==> src/rtl/tti_tx_sequencer.sv <==
// TTI TX response sequencer: pops a descriptor, then streams its data words
// little-endian as bytes to the target bus FSM, draining leftovers on abort.
module tti_tx_sequencer #(
    parameter int unsigned TxDescDataWidth = 32,
    parameter int unsigned TxDataDataWidth = 32,
    parameter int unsigned LenWidth        = 16
) (
    input  logic                       clk_i,
    input  logic                       rst_ni,
    input  logic                       tx_desc_valid_i,
    output logic                       tx_desc_ready_o,
    input  logic [TxDescDataWidth-1:0] tx_desc_data_i,
    input  logic                       tx_data_valid_i,
    output logic                       tx_data_ready_o,
    input  logic [TxDataDataWidth-1:0] tx_data_data_i,
    output logic                       byte_valid_o,
    input  logic                       byte_ready_i,
    output logic [7:0]                 byte_data_o,
    output logic                       byte_last_o,
    input  logic                       xfer_abort_i,
    output logic                       busy_o,
    output logic                       desc_done_o,
    output logic                       desc_aborted_o
);

    typedef enum logic [1:0] {StIdle, StFetch, StSend, StDrain} state_e;

    localparam logic [LenWidth-1:0] LenOne  = LenWidth'(1);
    localparam logic [LenWidth-2:0] WordOne = (LenWidth - 1)'(1);

    state_e                     state_q, state_d;
    logic [LenWidth-1:0]        remaining_q, remaining_d;
    logic [LenWidth-2:0]        words_left_q, words_left_d;
    logic [1:0]                 byte_idx_q, byte_idx_d;
    logic [TxDataDataWidth-1:0] shift_q, shift_d;
    logic                       done_q, done_d;
    logic                       aborted_q, aborted_d;

    logic [LenWidth-1:0] desc_len;
    logic [LenWidth:0]   desc_len_rnd;
    logic [LenWidth-2:0] desc_words;
    logic                last_byte;
    logic                unused_desc_bits;

    assign desc_len         = tx_desc_data_i[LenWidth-1:0];
    assign desc_len_rnd     = {1'b0, desc_len} + (LenWidth + 1)'(3);
    assign desc_words       = desc_len_rnd[LenWidth:2];
    assign unused_desc_bits = ^tx_desc_data_i[TxDescDataWidth-1:LenWidth];
    assign last_byte        = (remaining_q == LenOne);

    always_ff @(posedge clk_i or negedge rst_ni) begin
        if (!rst_ni) begin
            state_q      <= StIdle;
            remaining_q  <= '0;
            words_left_q <= '0;
            byte_idx_q   <= '0;
            shift_q      <= '0;
            done_q       <= 1'b0;
            aborted_q    <= 1'b0;
        end else begin
            state_q      <= state_d;
            remaining_q  <= remaining_d;
            words_left_q <= words_left_d;
            byte_idx_q   <= byte_idx_d;
            shift_q      <= shift_d;
            done_q       <= done_d;
            aborted_q    <= aborted_d;
        end
    end

    always_comb begin
        state_d      = state_q;
        remaining_d  = remaining_q;
        words_left_d = words_left_q;
        byte_idx_d   = byte_idx_q;
        shift_d      = shift_q;
        done_d       = 1'b0;
        aborted_d    = 1'b0;
        unique case (state_q)
            StIdle: begin
                if (tx_desc_valid_i) begin
                    remaining_d  = desc_len;
                    words_left_d = desc_words;
                    byte_idx_d   = '0;
                    if (desc_len == '0) begin
                        done_d = 1'b1;
                    end else begin
                        state_d = StFetch;
                    end
                end
            end
            StFetch: begin
                if (tx_data_valid_i) begin
                    shift_d      = tx_data_data_i;
                    words_left_d = words_left_q - WordOne;
                    byte_idx_d   = '0;
                    state_d      = StSend;
                end
                // A word popped in the abort cycle already counts as consumed.
                if (xfer_abort_i) begin
                    if (words_left_d != '0) begin
                        state_d = StDrain;
                    end else begin
                        aborted_d = 1'b1;
                        state_d   = StIdle;
                    end
                end
            end
            StSend: begin
                if (xfer_abort_i) begin
                    if (byte_ready_i && last_byte) begin
                        remaining_d = remaining_q - LenOne;
                        done_d      = 1'b1;
                        state_d     = StIdle;
                    end else if (words_left_q != '0) begin
                        state_d = StDrain;
                    end else begin
                        aborted_d = 1'b1;
                        state_d   = StIdle;
                    end
                end else if (byte_ready_i) begin
                    shift_d     = shift_q >> 8;
                    remaining_d = remaining_q - LenOne;
                    byte_idx_d  = byte_idx_q + 2'd1;
                    if (last_byte) begin
                        done_d  = 1'b1;
                        state_d = StIdle;
                    end else if (byte_idx_q == 2'd3) begin
                        state_d = StFetch;
                    end
                end
            end
            StDrain: begin
                if (tx_data_valid_i) begin
                    words_left_d = words_left_q - WordOne;
                    if (words_left_q == WordOne) begin
                        aborted_d = 1'b1;
                        state_d   = StIdle;
                    end
                end
            end
            default: state_d = StIdle;
        endcase
    end

    // Gated by reset so every output reads 0 while reset is held.
    assign tx_desc_ready_o = rst_ni && (state_q == StIdle);
    assign tx_data_ready_o = (state_q == StFetch) || (state_q == StDrain);
    assign byte_valid_o    = (state_q == StSend);
    assign byte_data_o     = shift_q[7:0];
    assign byte_last_o     = (state_q == StSend) && last_byte;
    assign busy_o          = (state_q != StIdle);
    assign desc_done_o     = done_q;
    assign desc_aborted_o  = aborted_q;

endmodule

==> config.mk <==
export PLATFORM = sky130hd
export DESIGN_NAME = tti_tx_sequencer
export DESIGN_NICKNAME = d
export VERILOG_FILES = /design/src/rtl/tti_tx_sequencer.sv
export SDC_FILE = /design/constraint.sdc
export NUM_CORES = 1
export LEC_CHECK = 0
export BUFFER_PORTS_ARGS = -buffer_cell sky130_fd_sc_hd__buf_4
export CAP_MARGIN = 25
export CORE_UTILIZATION = 50
export DETAILED_ROUTE_END_ITERATION = 8
export PLACE_DENSITY_LB_ADDON = 0.15
export SYNTH_ARGS = -nofsm -noshare
export SYNTH_HDL_FRONTEND = slang
export SYNTH_SLANG_ARGS = --single-unit
==> constraint.sdc <==
create_clock -name clk_i -period 7.05 [get_ports clk_i]
set_clock_uncertainty 0.1 [all_clocks]
set_input_delay 0.3525 -clock clk_i [delete_from_list [all_inputs] [get_ports clk_i]]
set_output_delay 0.3525 -clock clk_i [all_outputs]
set_load 0.1 [all_outputs]
==> results of run 1 <==
[worst register-to-register path, stage by stage, from the launching register on]
cell,delay [ns]
dfrtp_1,0.43
inv_1,0.08
ha_1,0.29
nor2_1,0.81
inv_1,0.63
nor2_1,0.45
a221o_1,0.22
[how the worst max path moves through the flow]
| stage | start | end | slack [ns] |
|---|---|---|---|
| 4_1_cts | state_q[1]$_DFFE_PN0P_ | tx_data_ready_o | 3.61 |
| 5_1_grt | state_q[1]$_DFFE_PN0P_ | tx_data_ready_o | 3.35 |
| 2_1_floorplan | state_q[0]$_DFFE_PN0P_ | byte_last_o | 1.65 |
| 6_report | state_q[1]$_DFFE_PN0P_ | tx_data_ready_o | 3.60 |
| 3_3_place_gp | state_q[1]$_DFFE_PN0P_ | tx_data_ready_o | 4.01 |
| 3_5_place_dp | state_q[1]$_DFFE_PN0P_ | tx_data_ready_o | 3.99 |
[power groups by stage]
stage	combinational (mW)	sequential, mW	clock, mW
6_report	1.28	0.779	0.405
5_1_grt	1.41	0.805	0.428
4_1_cts	1.28	0.774	0.412
3_5_place_dp	1.28	0.780	0
3_3_place_gp	1.22	0.771	0
2_1_floorplan	1.05	0.709	0
[cells in the mapped netlist, types with 5 or more instances]
cell type	count
nand2_1	72
dfrtp_1	69
o21ai_0	50
nor2_1	34
a21oi_1	33
mux2i_1	31
nand3_1	28
clkbuf_1	21
nor3_1	15
inv_1	14
nor4_1	13
o22ai_1	11
ha_1	10
xor2_1	9
buf_4	8
a211oi_1	6
a22oi_1	6
nand4_1	5
or3_1	5
xnor2_1	5
[registers in the layout, summed over array words and instances, names as in the netlist]
name,cells
byte_idx_q,2
shift_q,32
desc_aborted_o,1
desc_done_o,1
state_q,2
words_left_q,15
remaining_q,16
[area by class of cell]
type                    instances  share of cell area (%)
repair buffers                 72                    10.6
clock buffers                  10                    2.63
multi-input cells             402                    48.1
clock inverters                 5                    2.06
inverters                      15                    1.08
well taps                     108                    2.58
flip-flops and latches         69                    33.0
[cells by family (layout without fill, tap and decap cells)]
| logic type | count (synthesis) | count (layout) | share of synthesized area (%) |
|---|---|---|---|
| compound gates | 143 | 143 | 20.5 |
| xor+xnor | 14 | 14 | 2.76 |
| fa+ha+maj | 10 | 10 | 2.81 |
| buf+inv | 49 | 102 | 5.00 |
| flops | 69 | 69 | 38.8 |
| mux | 33 | 33 | 7.48 |
| simple gates | 202 | 202 | 22.7 |
[routing by layer]
layer | wire [um] | up-vias
met5 | 0 | -
met4 | 348 | 0
met3 | 657 | 30
met2 | 5730 | 173
met1 | 5130 | 1947
li1 | - | 2003
[stage by stage]
stage | instance area (um^2) | setup slack, ns | instances
final | 5230 | 3.60 | 681
after global routing | 5230 | 3.35 | 681
after CTS | 5230 | 3.61 | 681
after detailed placement | 4990 | 3.99 | 666
after global placement | 4970 | 4.01 | 665
after floorplan | 4450 | 1.65 | 520
==> results.txt, run 1 <==
----------------------------------------------------
[Status]
  Result of the run ... completed

[Yosys]
  Post-synthesis cell area ... 0.00445 mm^2
  Share of async-settable or async-resettable flops after synthesis ... 100%
  Syn Inst Count ... 520
  Main area contributors after synthesis ... dfrtp_1, mux2i_1, nand2_1
  Number of nets in the synthesized netlist ... 600
  Primary flip-flop cell chosen by synthesis mapping ... dfrtp_1
  Post-synthesis register bit count ... 69
  Count of distinct cell types in the synthesized netlist ... 61
  Area share of the largest cell type after synthesis ... 38.8%
  Post-synth top area cell ... dfrtp_1
  Synthesis warning total ... 0
  Share of synthesized area occupied by flip-flops and latches ... 38.8%
  Synthesized area per cell ... between 8 and 9 um^2
  Count of flip-flops with a built-in enable after synthesis ... 0

[Global routing]
  GRT met2 Usage ... 46.6%
  Antenna violations before repair ... 0
  Met3 track utilization from global routing ... 4.82%
  Wire length of the first global-routing pass ... around 20,000 um
  Most utilized layer in the global route result ... met2
  Number of global-route vias before repair ... 4,025
  Total global-route track usage ... 27.7%
  Global routing usage on met1 ... roughly a third
  Pin count of the biggest net entering global routing ... between 70 and 80
  Gr ovfl total ... 0

[Worst setup path]
  Critical path depth ... 5
  Crit path buffers/inverters ... 3
  R2R cell count ... 6
  Launching point of the worst reg2reg path ... state_q[1]$_DFFE_PN0P_
  Endpoint required time on the critical path ... 6.60 ns
  Worst Setup Start Kind ... flip-flop
  Maximum net fanout on the critical path ... 22
  Register-to-Register Setup Slack ... 4.00 ns
  Highest cell delay on the worst timing path ... ~0.8 ns
  Type of destination of the critical path ... output pin
  Critical register-to-register path endpoint ... words_left_q[5]$_DFFE_PN0P_
  Arrival time reported for the critical path endpoint ... roughly 3 ns
  Cell with the biggest individual delay on the critical path ... nor2_1
  WS Path Type ... flip-flop to output pin
  Crit path cell chain ... inv_1 -> ha_1 -> nor2_1 -> inv_1 -> buf_4
  Largest delay share family, worst path ... buffers and inverters
  Most repeated library cell on the critical path ... inv_1

[Final layout]
  Most frequent cells in the layout ... nand2_1, buf_4, dfrtp_1
  Fill cells ... 770
  Core occupancy in the finished layout ... roughly 60%
  Leading cell type in the layout, fill and taps excluded ... nand2_1
  Number of nets in the layout ... 649
  Sequential cell area in the final layout ... 0.00173 mm^2
  Layout cells sized above 1 ... 17.6%
  Layout Area Growth over Synthesis ... 17.5%
  Multi-input gate area in the final layout ... 0.00251 mm^2
  Number of diodes ... 0

[Die]
  Die area ... a little over 0.009 mm^2
  DIE HEIGHT ... between 90 and 100 um
  Core region area ... 0.00868 mm^2
  Cell row count ... 34
  Die width ... between 90 and 100 um
  Ports placed on the boundary ... 85
  Initial core utilization ... 51.3%

[Pwr]
  Total power ... 2.46 mW
  Clock power frac ... 16.4%
  Worst ir drop on vdd ... 0.000319 V
  Switching Share ... 48.8%
  Internal power consumption ... 1.26 mW
  Relative contribution of combinational cells to total power ... 51.9%
  Total leakage power ... around 2.2 nW
  Power density normalized to cell area ... 470 mW/mm^2
  Switch Pwr ... 1.20 mW
  Sequential cell fraction of total power ... between 30% and 40%

[Clock network]
  Clock tree from TritonCTS ... yes
  TritonCTS Buffers ... 9
  Clock insertion delay at the later pin of the skew report ... about 0.35 ns
  Clk pin slew, worst setup/hold paths ... roughly 0.090 ns
  Number of buffers inserted for hold repair after clock tree synthesis ... 0
  Max Root-Sink Buffers ... 2
  H-tree depth ... 3
  Sink Count ... 69
  Number of instances resized during post-cts repair ... 0
  Number of setup buffers added after CTS ... 0
  Clock tree root driver cell ... clkbuf_8

[Routing]
  Number of design rule violations left after detail routing ... 0
  Vias ... 4,153
  Remaining number of nets flagged by the antenna check after routing ... 0
  Number of optimization iterations in the first detailed-route pass ... 6
  Via/cell ratio ... 6.10
  Total Routed Length ... 11,900 um
  Routed wirelength normalized by instance count ... ~17 um
  Initial DRC count ... roughly 290

[Timing]
  Least-Margin Pin Slew ... 1.02 ns
  Tightest hold margin ... 0.0136 ns
  Achievable frequency ... 290 MHz
  Final count of pins violating max slew ... 0
  Post-Route Setup TNS ... 0 ns
  Setup violations, final ... 0
  Final critical delay including setup and external delays ... between 3 and 4 ns
  Relative slew margins ... 31.8%
  Hold Fails Final Rpt ... 0
  Unrepaired setup endpoints after global routing ... no
  Final worst path period share ... approximately half

[Run]
  Max Cap Viol ... 0

[Hold path]
  Worst min-delay path class ... input port to async pin

[Placement]
  Number of input and output port buffers inserted ... between 60 and 70
  DP HPWL ... 8480 um
  Final GP Congestion ... 0.963

----------------------------------------------------
(Power assumes the default switching activity.)
==> run 2: changes to the inputs <==
Clock period 7.05 ns to 2.9 ns, I/O delays scaled along.
==> run 2 against run 1 <==
Net effect:
- combinational power grew to 2.5 times the previous value
- via count is 5.2% higher
- register-to-register slack worse by 3.7 ns
- global-route usage is 1.0 points higher
- die area stayed put
- the flow now finishes with violations (negative hold slack)
- routed wire length is 6.3% higher
==> results.txt, run 2 (synthesized netlist as in run 1, its figures left out) <==
----------------------------------------------------
[Worst setup path]
  Critical register-to-register path endpoint ... remaining_q[12]$_DFFE_PN0P_
  R2R cell count ... 8 (+2)
  Arrival time reported for the critical path endpoint ... 2.79 ns (-0.20 ns)
  Type of destination of the critical path ... flip-flop
  Cell with the biggest individual delay on the critical path ... a2111oi_4
  Highest cell delay on the worst timing path ... 0.57 ns (-0.23 ns)
  Maximum net fanout on the critical path ... 6 (-73%)
  Endpoint required time on the critical path ... 3.04 ns (-3.56 ns)
  Register-to-Register Setup Slack ... 0.25 ns (-3.75 ns)
  Critical path depth ... 8 (+3)
  Worst Setup Start Kind ... flip-flop
  Largest delay share family, worst path ... compound AO/OA/AOI/OAI gates
  Crit path cell chain ... inv_1 -> ha_1 -> nor4b_1 -> nand4_2 -> a2111oi_4 -> a21o_1 -> a21oi_1 -> a221o_1
  Launching point of the worst reg2reg path ... remaining_q[1]$_DFFE_PN0P_
  Crit path buffers/inverters ... 1 (-2)
  WS Path Type ... flip-flop to flip-flop

[Status]
  Result of the run ... finished, violations left
  Violations in the final reports ... negative hold slack

[Timing]
  Relative slew margins ... 53.6% (+22 points)
  Hold Fails Final Rpt ... 1 (+1)
  Post-Route Setup TNS ... 0 ns (unchanged)
  Final worst path period share ... just over 90%
  Worst setup slack after layout ... 0.253 ns (-3.35 ns)
  Final critical delay including setup and external delays ... 2.65 ns
  Unrepaired setup endpoints after global routing ... no
  Final count of pins violating max slew ... 0 (unchanged)
  Setup violations, final ... 0 (unchanged)
  Achievable frequency ... 378 MHz
  Least-Margin Pin Slew ... 0.696 ns (-0.323 ns)
  Tightest hold margin ... -0.00114 ns (-0.0147 ns)

[Die]
  DIE HEIGHT ... 96.3 um (unchanged)
  Ports placed on the boundary ... 85 (unchanged)
  Core region area ... 0.00868 mm^2 (unchanged)
  Die width ... 96.3 um (unchanged)
  Initial core utilization ... 51.3% (unchanged)
  Cell row count ... 34 (unchanged)
  Die area ... 0.00928 mm^2 (unchanged)

[Run]
  Max Cap Viol ... 0 (unchanged)

[Final layout]
  Layout cells sized above 1 ... 17.9% (+0.29 points)
  Register name with the most flops ... shift_q
  Area of all placed cells without fillers ... 0.00559 mm^2 (+6.8%)
  Registers with the highest flip-flop counts ... shift_q (32), remaining_q (16), words_left_q (15)
  Core occupancy in the finished layout ... 64.4% (+4.1 points)
  Number of nets in the layout ... 689 (+6.2%)
  Leading cell type in the layout, fill and taps excluded ... buf_4
  Layout Area Growth over Synthesis ... 25.5%
  Number of flip-flops in the largest register ... 32 (unchanged)
  Number of diodes ... 0 (unchanged)
  Most frequent cells in the layout ... buf_4, nand2_1, dfrtp_1

[Clock network]
  Clock insertion delay at the later pin of the skew report ... 0.36 ns (about the same)
  H-tree depth ... 3 (unchanged)
  Sink Count ... 69 (unchanged)
  TritonCTS Buffers ... 9 (unchanged)
  Clock tree root driver cell ... clkbuf_8
  Max Root-Sink Buffers ... 2 (unchanged)
  Clock tree from TritonCTS ... yes
  Clk pin slew, worst setup/hold paths ... 0.08 ns (about the same)

[Hold path]
  Cell depth of the worst hold path ... 3
  Worst min-delay path class ... input port to flip-flop
  Hold Crit Start ... tx_data_data_i[5]
  Endpoint with the worst hold slack ... shift_q[5]$_DFFE_PN0P_

[Global routing]
  Total global-route track usage ... 28.8% (+1.0 points)
  Gr ovfl total ... 0 (unchanged)
  Pin count of the biggest net entering global routing ... 44 (-38%)
  Number of global-route vias before repair ... 4,191 (+4.1%)
  Antenna violations before repair ... 0 (unchanged)
  Wire length of the first global-routing pass ... 20,200 um (+2.9%)

[Routing]
  Number of design rule violations left after detail routing ... 0 (unchanged)
  Remaining number of nets flagged by the antenna check after routing ... 0 (unchanged)
  Routed wirelength normalized by instance count ... 17.5 um (+0.27%)
  Initial DRC count ... 250 (-13%)
  Number of optimization iterations in the first detailed-route pass ... 6 (unchanged)
  Total Routed Length ... 12,600 um (+6.3%)
  Vias ... 4,371 (+5.2%)
  Via/cell ratio ... 6.05 (-0.73%)

[Placement]
  DP HPWL ... 8940 um (+5.4%)
  Final GP Congestion ... 0.915 (-5.0%)
  Placed instance area ... 0.00506 mm^2 (+1.6%)
  Number of input and output port buffers inserted ... 68 (unchanged)
  Post-Place Setup Slack ... 0.314 ns (-3.68 ns)

[Pwr]
  Worst ir drop on vdd ... 0.000635 V (+99%)
  Power density normalized to cell area ... 1060 mW/mm^2 (+130%)
  Total power ... 5.91 mW (+140%)
  Total leakage power ... 2.35 nW (+6.9%)

----------------------------------------------------
-- run 2: changes by cell type in the layout (fill, tap and decap cells not counted) --
cell / before / now
buf_4: 71 / 78
bufinv_16: 3 / 0
clkinv_2: 0 / 1
clkinvlp_4: 0 / 2
dlygate4sd3_1: 0 / 33
ha_2: 1 / 0
ha_4: 0 / 1
inv_6: 1 / 2
nor4_1: 13 / 12
nor4_2: 1 / 0
nor4_4: 1 / 3
-- run 2: power breakdown --
part / leakage (nW) / total, mW / switching (mW) / internal, mW
clock network: 0.0893 / 0.753 / 0.413 / 0.340
logic: 1.43 / 3.24 / 2.12 / 1.13
registers: 0.834 / 1.91 / 0.484 / 1.43
-- run 2: repair_timing --
item,4_1_cts,5_1_grt
resized for setup,0,1
hold buffers,33,0
hold endpoints to repair,65,0
endpoints found under the setup margin,0,1
setup buffers,0,0
-- run 2: worst max-delay path by stage --
stage,start,to,slack [ns]
after CTS,remaining_q[12]$_DFFE_PN0P_,byte_last_o,0.17
after detailed placement,remaining_q[1]$_DFFE_PN0P_,remaining_q[12]$_DFFE_PN0P_,0.31
after global placement,state_q[0]$_DFFE_PN0P_,shift_q[4]$_DFFE_PN0P_,0.38
final,remaining_q[1]$_DFFE_PN0P_,remaining_q[12]$_DFFE_PN0P_,0.25
after floorplan,state_q[0]$_DFFE_PN0P_,desc_done_o$_DFF_PN0_,0.02
after global routing,state_q[0]$_DFFE_PN0P_,byte_last_o,0.09
-- run 2: worst reg2reg max path, cell delays in order, from the launching register on --
cell and delay (ns):
dfrtp_1 0.42, inv_1 0.10, ha_1 0.16, nor4b_1 0.43
nand4_2 0.26, a2111oi_4 0.57, a21o_1 0.19, a21oi_1 0.06
a221o_1 0.26
-- run 2: area by class of cell --
type                       count  area (um^2)
inverter                      15         56.3
sequential                    69         1730
multi-input combinational    402         2550
fill                         729         3090
timing repair buffer         112          936
tap                          108          135
clock buffer                  10          138
clock inverter                 6         46.3
-- run 2: layer usage --
metal / up-vias / global-route usage [%] / routed length [um]
met4: 0 / 10.2 / 285
met3: 26 / 5.37 / 732
met1: 2112 / 36.0 / 5240
li1: 2078 / - / -
met5: - / 0 / 0
met2: 155 / 49.5 / 6360
-- run 2: through the flow --
step	instances	hold slack, ns
final	722	-0.00114
after CTS	722	0.0000478
after detailed placement	673	0.0370
after global placement	672	0.0335
after floorplan	520	-0.251
after global routing	722	0.0105
